<file path="config.mk">
export PLATFORM = sky130hd
export DESIGN_NAME = pipe_ctrl_sequencer
export DESIGN_NICKNAME = d
export VERILOG_FILES = /design/src/rtl/pipe_ctrl_pkg.sv /design/src/rtl/pipe_ctrl_sequencer_perf_counter.sv /design/src/rtl/pipe_ctrl_sequencer.sv
export SDC_FILE = /design/constraint.sdc
export NUM_CORES = 1
export LEC_CHECK = 0
export BUFFER_PORTS_ARGS = -buffer_cell sky130_fd_sc_hd__clkbuf_2
export CAP_MARGIN = 20
export CORE_MARGIN = 3
export CORE_UTILIZATION = 59
export DETAILED_ROUTE_END_ITERATION = 7
export HOLD_SLACK_MARGIN = 0.1
export PLACE_DENSITY = 0.86
export SYNTH_ARGS = -nofsm -noshare
export SYNTH_HDL_FRONTEND = slang
export SYNTH_SLANG_ARGS = --single-unit
export TNS_END_PERCENT = 5
</file>
<file path="constraint.sdc">
create_clock -name clk -period 5.3 [get_ports clk]
set_clock_uncertainty 0.05 [all_clocks]
set_input_delay 1.06 -clock clk [delete_from_list [all_inputs] [get_ports clk]]
set_output_delay 1.06 -clock clk [all_outputs]
set_load 0.02 [all_outputs]
</file>
<file path="src/rtl/pipe_ctrl_pkg.sv">
// Shared definitions for the pipeline control sequencer.
package pipe_ctrl_pkg;

  typedef enum logic [1:0] {
    ST_RUN    = 2'd0,
    ST_DRAIN  = 2'd1,
    ST_HALTED = 2'd2
  } pipe_state_e;

  localparam int CNT_W_DEFAULT = 32;

  // Bit positions inside the 7-bit decode control word
  localparam int CTRL_IMM_SEL  = 6;
  localparam int CTRL_RD1      = 4;
  localparam int CTRL_RD2      = 3;
  localparam int CTRL_REGWRITE = 2;

endpackage

</file>
<file path="src/rtl/pipe_ctrl_sequencer_perf_counter.sv">
// Enabled free-running counter with synchronous clear; wraps at 2^W.
module perf_counter
  import pipe_ctrl_pkg::*;
#(
  parameter int W = CNT_W_DEFAULT
) (
  input  logic         clk,
  input  logic         clr,
  input  logic         en,
  output logic [W-1:0] count
);

  // Clear wins over enable so a reset edge always leaves the counter at zero
  always_ff @(posedge clk) begin
    if (clr) begin
      count <= '0;
    end else if (en) begin
      count <= count + W'(1);
    end
  end

endmodule

</file>
<file path="src/rtl/pipe_ctrl_sequencer.sv">
// Central pipeline control: stall/flush/PC decode, RUN/DRAIN/HALTED
// sequencing, performance counters and a stall watchdog.
//
// state     | meaning
// ----------+----------------------------------------------------------
// ST_RUN    | normal issue; hlt > jmp > eff_stall > sequential fetch
// ST_DRAIN  | HLT seen; front end flushed until EX/MEM/WB are empty
// ST_HALTED | machine stopped, counters frozen until rst
module pipe_ctrl_sequencer
  import pipe_ctrl_pkg::*;
#(
  parameter int CNT_W       = CNT_W_DEFAULT,
  parameter int STALL_LIMIT = 64
) (
  input  logic             clk,
  input  logic             rst,
  input  logic             dep_stall,
  input  logic             rr_valid,
  input  logic             ex_valid,
  input  logic             m_valid,
  input  logic             wb_valid,
  input  logic             ex_is_jmp,
  input  logic             ex_is_halt,
  output logic             pc_we,
  output logic             pc_sel_jmp,
  output logic             if_id_stall,
  output logic             id_rr_stall,
  output logic             if_id_flush,
  output logic             id_rr_flush,
  output logic             rr_ex_flush,
  output logic             halted,
  output logic             deadlock,
  output logic [1:0]       state,
  output logic [CNT_W-1:0] cycle_cnt,
  output logic [CNT_W-1:0] retire_cnt,
  output logic [CNT_W-1:0] stall_cnt,
  output logic [CNT_W-1:0] flush_cnt
);

  localparam int RUN_W = $clog2(STALL_LIMIT + 1);

  pipe_state_e      state_q, state_d;
  logic [RUN_W-1:0] run_cnt;
  logic             jmp, hlt, eff_stall;
  logic             flush_all, stall_hold;
  logic             active, stall_counted, jmp_counted;

  assign jmp       = ex_valid & ex_is_jmp;
  assign hlt       = ex_valid & ex_is_halt;
  assign eff_stall = dep_stall & (rr_valid | ex_valid | m_valid | wb_valid);

  assign if_id_flush = flush_all;
  assign id_rr_flush = flush_all;
  assign rr_ex_flush = flush_all;
  assign if_id_stall = stall_hold;
  assign id_rr_stall = stall_hold;
  assign state       = state_q;

  // State register
  always_ff @(posedge clk) begin
    if (rst) begin
      state_q <= ST_RUN;
    end else begin
      state_q <= state_d;
    end
  end

  // Next-state and zero-latency control decode
  always_comb begin
    state_d       = state_q;
    pc_we         = 1'b0;
    pc_sel_jmp    = 1'b0;
    stall_hold    = 1'b0;
    flush_all     = 1'b0;
    halted        = 1'b0;
    active        = 1'b0;
    stall_counted = 1'b0;
    jmp_counted   = 1'b0;
    case (state_q)
      ST_RUN: begin
        active = 1'b1;
        if (hlt) begin
          // HLT itself moves on to EX/MEM; everything younger is squashed
          flush_all = 1'b1;
          state_d   = ST_DRAIN;
        end else if (jmp) begin
          pc_we       = 1'b1;
          pc_sel_jmp  = 1'b1;
          flush_all   = 1'b1;
          jmp_counted = 1'b1;
        end else if (eff_stall) begin
          stall_hold    = 1'b1;
          stall_counted = 1'b1;
        end else begin
          pc_we = 1'b1;
        end
      end
      ST_DRAIN: begin
        active    = 1'b1;
        flush_all = 1'b1;
        if (!ex_valid && !m_valid && !wb_valid) begin
          state_d = ST_HALTED;
        end
      end
      ST_HALTED: begin
        flush_all = 1'b1;
        halted    = 1'b1;
      end
      default: begin
        state_d = ST_RUN;
      end
    endcase
  end

  // Stall watchdog: counts consecutive counted stalls, sticky deadlock flag
  always_ff @(posedge clk) begin
    if (rst) begin
      run_cnt  <= '0;
      deadlock <= 1'b0;
    end else if (stall_counted) begin
      if (run_cnt != RUN_W'(STALL_LIMIT)) begin
        run_cnt <= run_cnt + RUN_W'(1);
      end
      if (run_cnt >= RUN_W'(STALL_LIMIT - 1)) begin
        deadlock <= 1'b1;
      end
    end else begin
      run_cnt <= '0;
    end
  end

  perf_counter #(.W(CNT_W)) u_cycle_cnt (
    .clk   (clk),
    .clr   (rst),
    .en    (active),
    .count (cycle_cnt)
  );

  perf_counter #(.W(CNT_W)) u_retire_cnt (
    .clk   (clk),
    .clr   (rst),
    .en    (active & wb_valid),
    .count (retire_cnt)
  );

  perf_counter #(.W(CNT_W)) u_stall_cnt (
    .clk   (clk),
    .clr   (rst),
    .en    (stall_counted),
    .count (stall_cnt)
  );

  perf_counter #(.W(CNT_W)) u_flush_cnt (
    .clk   (clk),
    .clr   (rst),
    .en    (jmp_counted),
    .count (flush_cnt)
  );

endmodule
</file>
After elaboration in Yosys (flattened, before gate mapping). Index checks and enable logic that the tools add are counted. Widths: inputs -> output; s select.

$add $sub $neg: 5. $lt $le $gt $ge: 1. Eq/ne operators: 5. Multiplexer cells: 18. Bitwise gates (word level): 9. Reductions and logical operators: 11.

Operator list (count): $add 32x1->32 const B (4); $mux 1 (14); $add 7x1->7 const B (1); $ge 7x6->1 const B (1); $ne 7x7->1 const B (1); $pmux 2 s3 (1); $reduce_or 2->1 (3); $and 1x1->1 (4); $mux 2 (2); $ne 2x2->1 const B (2); $logic_not 1->1 (3); $or 1x1->1 (3); $reduce_and 3->1 (1); $eq 2x1->1 const B (1); $eq 2x2->1 const B (1); $logic_and 1x1->1 (2); $logic_not 2->1 (1); $not 1->1 (2); $pmux 1 s2 (1); $reduce_and 2->1 (1).

Register bits after elaboration: 138. Bits of input ports: 9.

Longest topological paths before layout. Gate-level depths: netlist of the first run.

Depth in word-level cells: 10. Depth in mapped cells: 9. Depth with buffers taken out: 7.

By module. Synthesis of the first run repeated with hierarchy kept, for this count alone.

Cell total of the unflattened synthesis: 805. Area, all modules: 6926.6 µm².

By module, submodules not included: perf_counter (instances 4, cells an instance 181, area each 1564.0 µm², seq. area each 640.6 µm²); pipe_ctrl_sequencer (instances 1, cells an instance 81, area each 670.6 µm², seq. area each 200.2 µm²).

Worst setup path before layout of the first run. No wires, ideal clock.

Path kind: input to output. Start: input port ex_valid. End: output port if_id_stall. Data arrival time: 2.533 ns. Data required time: 4.190 ns. Path slack: 1.657 ns. Cell stages on the path: 6. Cells stage by stage: or4_1 clkbuf_1 nand3_1 clkbuf_1 inv_1 buf_4.

Longest elaborated chain between the ends: 8.

Ends and longest elaborated chain: start, declared (line pipe_ctrl_sequencer.sv:19) `input logic ex_valid,`; $or 1x1->1 (3 in series) (line pipe_ctrl_sequencer.sv:50) `assign eff_stall = dep_stall & (rr_valid | ex_valid | m_valid | wb_valid);`; $and 1x1->1 (line pipe_ctrl_sequencer.sv:50); $mux 1 (line pipe_ctrl_sequencer.sv:91) `end else if (eff_stall) begin`; $mux 1 (line pipe_ctrl_sequencer.sv:86) `end else if (jmp) begin`; $mux 1 (*) (line pipe_ctrl_sequencer.sv:82) `if (hlt) begin`; $mux 1 (*) (line pipe_ctrl_sequencer.sv:79) `case (state_q)`; end, declared (line pipe_ctrl_sequencer.sv:26) `output logic if_id_stall,`.

Mark *: on every way between the ends. The rest lies on a longest branch, timed or not.

Worst setup path in the final report of the first run. Ends and elaborated chain as after synthesis.

==> results of run 1 <==
[flip-flops by register name (all words and copies together) (netlist names)]
| name | flops |
|---|---|
| state | 2 |
| run_cnt | 7 |
| deadlock | 1 |
| u_cycle_cnt.count | 32 |
| u_stall_cnt.count | 32 |
| u_flush_cnt.count | 32 |
| u_retire_cnt.count | 32 |
[critical path, cell delays in order]
cell and delay (ns):
sky130_fd_sc_hd__clkbuf_2 0.16, sky130_fd_sc_hd__or4_1 0.67, sky130_fd_sc_hd__nand3_1 0.40, sky130_fd_sc_hd__inv_1 0.19, sky130_fd_sc_hd__clkbuf_2 0.20
[cells by family after synthesis]
logic type	share of synthesized area (%)
compound gates	16.32
xor+xnor	5.415
fa+ha+maj	1.887
buf+inv	4.585
flops	41.66
mux	1.132
simple gates	29.00
[per-layer routing]
metal	GRT usage [%]	up-vias	routed length, um
met5	0	-	0
met3	6.631	31	1204
met1	34.88	3084	7375
met4	10.66	0	342
li1	-	3208	-
met2	40.57	235	7586
[cell type report]
type                            count  area, um^2  area share [%]
Clock inverter                      4       20.02          0.2546
Tap cell                          140       175.2           2.228
Inverter                           29       108.9           1.384
Sequential cell                   138        2763           35.14
Multi-Input combinational cell    577        3565           45.34
Clock buffer                       24       470.5           5.983
Timing Repair Buffer              150       760.7           9.675
[final timing paths]
kind,start,end,slack (ns),cells past startpoint
setup / recovery,ex_valid,if_id_stall,1.51,5
hold / removal,deadlock,deadlock,0.44,1
setup reg to reg,state[0],u_cycle_cnt.count[24],2.45,6
hold reg to reg,deadlock,deadlock,0.44,1
[per-stage QoR]
| stage | worst slack, ns | hold slack, ns | area [um^2] |
|---|---|---|---|
| floorplan | 1.657 | 0.4448 | 6631 |
| global placement | 1.604 | 0.4146 | 7372 |
| detailed placement | 1.541 | 0.4248 | 7372 |
| CTS | 1.532 | 0.4337 | 7863 |
| global route | 1.394 | 0.4586 | 7863 |
| finish | 1.509 | 0.4365 | 7863 |
[layout by cell type, fill, tap and decap left out, types with 3 or more instances in the layout]
cell type and instances:
sky130_fd_sc_hd__clkbuf_2 146, sky130_fd_sc_hd__and4_1 12, sky130_fd_sc_hd__or2_2 5, sky130_fd_sc_hd__nor4_1 11, sky130_fd_sc_hd__o211ai_1 3, sky130_fd_sc_hd__clkinv_2 4, sky130_fd_sc_hd__mux2i_1 3, sky130_fd_sc_hd__ha_1 10
sky130_fd_sc_hd__nand3_1 34, sky130_fd_sc_hd__or3_1 39, sky130_fd_sc_hd__o21ai_0 36, sky130_fd_sc_hd__xnor2_1 27, sky130_fd_sc_hd__mux2_2 3, sky130_fd_sc_hd__xor2_1 14, sky130_fd_sc_hd__nor3_1 15, sky130_fd_sc_hd__clkbuf_8 4
sky130_fd_sc_hd__nand4_1 43, sky130_fd_sc_hd__or4_1 58, sky130_fd_sc_hd__dfxtp_1 138, sky130_fd_sc_hd__buf_4 4, sky130_fd_sc_hd__clkbuf_1 4, sky130_fd_sc_hd__inv_1 29, sky130_fd_sc_hd__o31ai_1 48, sky130_fd_sc_hd__and3_1 14
sky130_fd_sc_hd__nor2_1 47, sky130_fd_sc_hd__clkbuf_16 16, sky130_fd_sc_hd__nand2_1 45, sky130_fd_sc_hd__a21oi_1 89, sky130_fd_sc_hd__nor2b_1 4
[power breakdown]
part           leakage [nW]  internal, mW  switching [mW]  total, mW
logic                  1.44        0.0925           0.195      0.287
clock network         0.246         0.598           0.405       1.00
registers              1.11          1.06          0.0357       1.10
==> impl_metrics.env, run 1 <==
export IMPL_run_status="completed"
export IMPL_cts_num_sinks=138
export IMPL_async_flop_share_pct=0
export IMPL_drt_wirelength_per_cell_um=15.55
export IMPL_cts_tree="yes"
export IMPL_fin_total_pwr_mw=2.387
export IMPL_hold_viol=0
export IMPL_vias=6558
export IMPL_wire_length_of_the_first_global_routing_pass_um=27390
export IMPL_cts_hold_buffers_added=0
export IMPL_synth_yosys_seq_area_share_pct=41.66
export IMPL_synth_most_common_cell="sky130_fd_sc_hd__dfxtp_1"
export IMPL_synthDistinctLibCells=42
export IMPL_critPathLaunchType="input pin"
export IMPL_via_per_inst=6.175
export IMPL_place_gp_congestion=0.8582
export IMPL_design_die_area_mm2=0.01255
export IMPL_post_route_cells_drive_above_1_share_pct=20.17
export IMPL_grt_usage_pct=26.08
export IMPL_cts_resized=0
export IMPL_synth_ff_type="sky130_fd_sc_hd__dfxtp_1"
export IMPL_worst_setup_hold_path_clk_slew_ns=0.06
export IMPL_tritoncts_buffer_count=17
export IMPL_leakage_nw=2.797
export IMPL_synth_top_area_cell="sky130_fd_sc_hd__dfxtp_1"
export IMPL_drtIter0Drc=572
export IMPL_slew_margin_rel_pct=44.99
export IMPL_finalWirelength_um=16510
export IMPL_slew_at_the_pin_with_the_worst_max_slew_slack_ns=0.8252
export IMPL_fin_tns_setup_ns=0
export IMPL_setup_viol=0
export IMPL_maxSlewViolCount=0
export IMPL_die_y_um=112.0
export IMPL_min_delay_path_class="flop to flop"
export IMPL_synth_yosys_warnings=0
export IMPL_dp_hpwl_um=11250
export IMPL_first_global_vias=5776
export IMPL_grt_max_degree=83
export IMPL_rsz0062_at_grt="false"
export IMPL_clock_root_buffer_master="sky130_fd_sc_hd__clkbuf_8"
export IMPL_critical_path_endpoint_type="output pin"
export IMPL_worstSkewPairLatency_ns=0.53
export IMPL_instances_no_fill=1062
export IMPL_floorplan_die_width_um=112.0
export IMPL_drv_cap=0
export IMPL_area_growth_pct=18.57
export IMPL_initial_core_util_pct=60.91
export IMPL_synthDominantCellAreaShare_pct=41.66
export IMPL_count_of_flip_flops_with_a_built_in_enable_after_synthesis=0
export IMPL_nets=932
export IMPL_mappedNetlistNets=811
export IMPL_timing_worst_setup_path_type="input pin to output pin"
export IMPL_post_route_antenna_net_violation_count=0
export IMPL_place_detailed_instances=1034
export IMPL_cts_root_to_sink_buffers=2
export IMPL_largest_voltage_drop_on_the_vdd_net_mv=0.2440
export IMPL_dr_pass1_iters=5
export IMPL_yosys_register_bits=138
export IMPL_final_util_pct=72.21
export IMPL_grt_antenna_before_repair=0
export IMPL_worstPathMaxFanout=13
export IMPL_nFillCells=906
export IMPL_fmax_achieved_ghz=0.2638
export IMPL_syn_area_mm2=0.006631
export IMPL_core_area_mm2=0.01089
export IMPL_netlist_top_cells_area="sky130_fd_sc_hd__dfxtp_1, sky130_fd_sc_hd__a21oi_1, sky130_fd_sc_hd__or4_1"
export IMPL_power_per_cell_area_mw_per_mm2=303.6
export IMPL_insertedDiodeCount=0
export IMPL_worst_endpoint_arrival_ns=2.68
export IMPL_count_of_unresolved_drc_violations_after_routing=0
export IMPL_synthesis_area_per_instance_um2=8.373
export IMPL_commonest_cells_post_synth="sky130_fd_sc_hd__dfxtp_1, sky130_fd_sc_hd__a21oi_1, sky130_fd_sc_hd__or4_1"
export IMPL_final_period_utilization_pct=71.54
export IMPL_grt_overflow_total=0
export IMPL_port_buffers=147
export IMPL_rows=38
export IMPL_htree_levels=4
export IMPL_cp_required_ns=4.19
export IMPL_postSynthCellCount=792
export IMPL_design_portCount=148
export IMPL_cts_post_setup_buffers_inserted=0
export IMPL_finalWorstPathRequiredPeriod_ns=3.791
Power figures use the tool's default switching activity.
==> run 2, diff against run 1 <==
Settings changed: ABC_AREA set to 1, CORE_UTILIZATION 59 to 56, PLACE_DENSITY 0.86 to 0.81.
Clock period 5.3 ns to 3.55 ns, I/O delays scaled along.
==> run 2 against run 1 <==
Final cell count up 50%. Clock power up 77%. Synthesized area up 16%. Largest cell class unchanged. Highest routed layer is now met5.
==> impl_metrics.env, run 2 <==
export IMPL_cts_hold_buffers_added=0
export IMPL_crit_chain="inv_1, ha_1, a21oi_1, nor2_1, clkbuf_2"
export IMPL_async_flop_share_pct=0
export IMPL_power_per_cell_area_mw_per_mm2=436.0
export IMPL_setup_slack_ns=0.8764
export IMPL_cts_num_sinks=138
export IMPL_timing_worst_setup_path_type="flop to output pin"
export IMPL_nFillCells=1214
export IMPL_maxSlewViolCount=0
export IMPL_setup_viol=0
export IMPL_ff_latch_area_mm2=0.002763
export IMPL_largest_voltage_drop_on_the_vdd_net_mv=0.3366
export IMPL_postSynthCellCount=1250
export IMPL_place_detailed_instances=1556
export IMPL_post_route_cells_drive_above_1_share_pct=15.08
export IMPL_leakage_nw=4.207
export IMPL_worst_r2r_startpoint="state[0]"
export IMPL_nets=1418
export IMPL_wire_length_of_the_first_global_routing_pass_um=32800
export IMPL_drtIter0Drc=597
export IMPL_htree_levels=4
export IMPL_finalWorstPathRequiredPeriod_ns=2.674
export IMPL_run_status="completed"
export IMPL_slew_at_the_pin_with_the_worst_max_slew_slack_ns=0.7496
export IMPL_holdPathStages=2
export IMPL_via_per_inst=5.161
export IMPL_die_y_um=123.4
export IMPL_mappedNetlistNets=1269
export IMPL_yosys_register_bits=138
export IMPL_grt_overflow_total=0
export IMPL_worstSkewPairLatency_ns=0.42
export IMPL_total_switching_power_mw=1.138
export IMPL_holdPathEnd="deadlock"
export IMPL_design_die_area_mm2=0.01522
export IMPL_core_area_mm2=0.01335
export IMPL_post_route_antenna_net_violation_count=0
export IMPL_first_global_vias=7292
export IMPL_worst_setup_hold_path_clk_slew_ns=0.06
export IMPL_final_period_utilization_pct=75.31
export IMPL_synthDistinctLibCells=31
export IMPL_area_growth_pct=19.18
export IMPL_place_worst_setup_slack_ns=1.120
export IMPL_slew_margin_rel_pct=49.96
export IMPL_worst_endpoint_arrival_ns=1.91
export IMPL_rsz0062_at_grt="false"
export IMPL_cts_post_setup_buffers_inserted=0
export IMPL_min_delay_path_class="flop to flop"
export IMPL_cell_internal_pwr_mw=2.872
export IMPL_grt_max_degree=50
export IMPL_drv_cap=0
export IMPL_slowest_library_cell_on_the_worst_path="sky130_fd_sc_hd__ha_1"
export IMPL_sw_ratio_pct=28.37
export IMPL_multiInputGateArea_mm2=0.004126
export IMPL_synth_yosys_seq_area_share_pct=35.80
export IMPL_p_seq_share_pct=40.7
export IMPL_max_stage_delay_ns=0.39
export IMPL_synth_most_common_cell="sky130_fd_sc_hd__nand2_1"
export IMPL_layout_common_cells="sky130_fd_sc_hd__nand2_1, sky130_fd_sc_hd__nor2_1, sky130_fd_sc_hd__inv_1"
export IMPL_vias=8195
export IMPL_port_buffers=147
export IMPL_worstPathMaxFanout=6
export IMPL_clock_root_buffer_master="sky130_fd_sc_hd__clkbuf_16"
export IMPL_power_clock_fraction_pct=44.3
export IMPL_layout_cells_most_common="sky130_fd_sc_hd__nand2_1"
export IMPL_commonest_cells_post_synth="sky130_fd_sc_hd__nand2_1, sky130_fd_sc_hd__nor2_1, sky130_fd_sc_hd__inv_1"
export IMPL_hold_start="deadlock"
export IMPL_cts_resized=0
export IMPL_drt_wirelength_per_cell_um=12.72
export IMPL_dp_hpwl_um=14700
export IMPL_worst_r2r_endpoint="u_retire_cnt.count[31]"
export IMPL_cp_buffers_inverters=2
export IMPL_post_dp_cell_area_mm2=0.008605
export IMPL_design_portCount=148
export IMPL_hold_viol=0
export IMPL_floorplan_die_width_um=123.4
export IMPL_count_of_unresolved_drc_violations_after_routing=0
export IMPL_synth_yosys_warnings=0
export IMPL_fin_tns_setup_ns=0
export IMPL_fin_total_pwr_mw=4.009
export IMPL_cp_required_ns=2.79
export IMPL_worst_r2r_setup_slack_ns=1.23
export IMPL_cts_root_to_sink_buffers=2
export IMPL_timing_critical_path_max_delay_family="adder cells"
export IMPL_finalWirelength_um=20200
export IMPL_count_of_flip_flops_with_a_built_in_enable_after_synthesis=0
export IMPL_rows=42
export IMPL_tritoncts_buffer_count=17
export IMPL_instances_no_fill=1588
export IMPL_synth_ff_type="sky130_fd_sc_hd__dfxtp_1"
export IMPL_place_gp_congestion=0.9188
export IMPL_insertedDiodeCount=0
export IMPL_grt_usage_pct=26.62
export IMPL_critPathLaunchType="flop"
export IMPL_initial_core_util_pct=57.81
export IMPL_syn_area_mm2=0.007716
export IMPL_cts_tree="yes"
export IMPL_critical_path_endpoint_type="output pin"
export IMPL_path_depth=5
export IMPL_power_share_combinational_pct=15.0
export IMPL_synthesis_area_per_instance_um2=6.173
export IMPL_grt_antenna_before_repair=1
export IMPL_r2r_worst_path_cells=11
export IMPL_synth_top_area_cell="sky130_fd_sc_hd__dfxtp_1"
export IMPL_netlist_top_cells_area="sky130_fd_sc_hd__dfxtp_1, sky130_fd_sc_hd__nand2_1, sky130_fd_sc_hd__nor2_1"
export IMPL_post_route_cell_area_mm2=0.009196
export IMPL_fmax_achieved_ghz=0.3740
export IMPL_synthDominantCellAreaShare_pct=35.80
export IMPL_dr_pass1_iters=7
[run 2: area by class of cell]
| class | instances | share of cell area (%) |
|---|---|---|
| timing repair buffer | 151 | 8.463 |
| clock buffer | 24 | 5.456 |
| multi-input combinational | 900 | 44.87 |
| tap | 176 | 2.395 |
| clock inverter | 8 | 0.9796 |
| inverter | 191 | 7.796 |
| sequential | 138 | 30.04 |
[run 2: power by group through the flow]
stage,Clock (mW),Sequential [mW],Combinational [mW]
CTS,1.79,1.63,0.605
global placement,0,1.66,0.589
global route,1.86,1.64,0.664
finish,1.77,1.63,0.602
detailed placement,0,1.67,0.598
floorplan,0,1.70,0.423
[run 2: how the worst max path moves through the flow]
stage	from	to
after floorplan	ex_valid	if_id_stall
after global placement	ex_valid	id_rr_stall
after detailed placement	ex_valid	id_rr_stall
after CTS	state[0]	pc_sel_jmp
after global routing	state[0]	pc_sel_jmp
final	state[0]	rr_ex_flush
[run 2: tightest hold or removal path: stages (launching register included)]
cell and delay [ns]:
sky130_fd_sc_hd__dfxtp_1 0.34, sky130_fd_sc_hd__a21oi_1 0.05, sky130_fd_sc_hd__nor2_1 0.07
[run 2: logic make-up (layout without fill, tap and decap cells)]
| group | count (synthesis) | in the layout | share of synthesized area [%] |
|---|---|---|---|
| AND/OR/NAND/NOR | 776 | 776 | 43.57 |
| flip-flops | 138 | 138 | 35.80 |
| adder cells (fa/ha/maj) | 10 | 10 | 1.622 |
| AO/OA/AOI/OAI | 102 | 102 | 6.924 |
| buffers and inverters | 212 | 374 | 10.72 |
| XOR/XNOR | 12 | 12 | 1.362 |
[run 2: metal layers]
metal	global-route usage [%]	part of all wire, %
met5	0	0.064
met4	9.619	1.9
met3	6.725	7.7
met1	33.35	43
met2	44.31	47
[run 2: per-stage QoR]
stage | utilization [%] | hold WS [ns]
2_1_floorplan | - | 0.4291
3_3_place_gp | 64.46 | 0.4074
3_5_place_dp | 64.46 | 0.4199
4_1_cts | 68.90 | 0.4367
5_1_grt | 68.90 | 0.4534
6_report | 68.90 | 0.4382
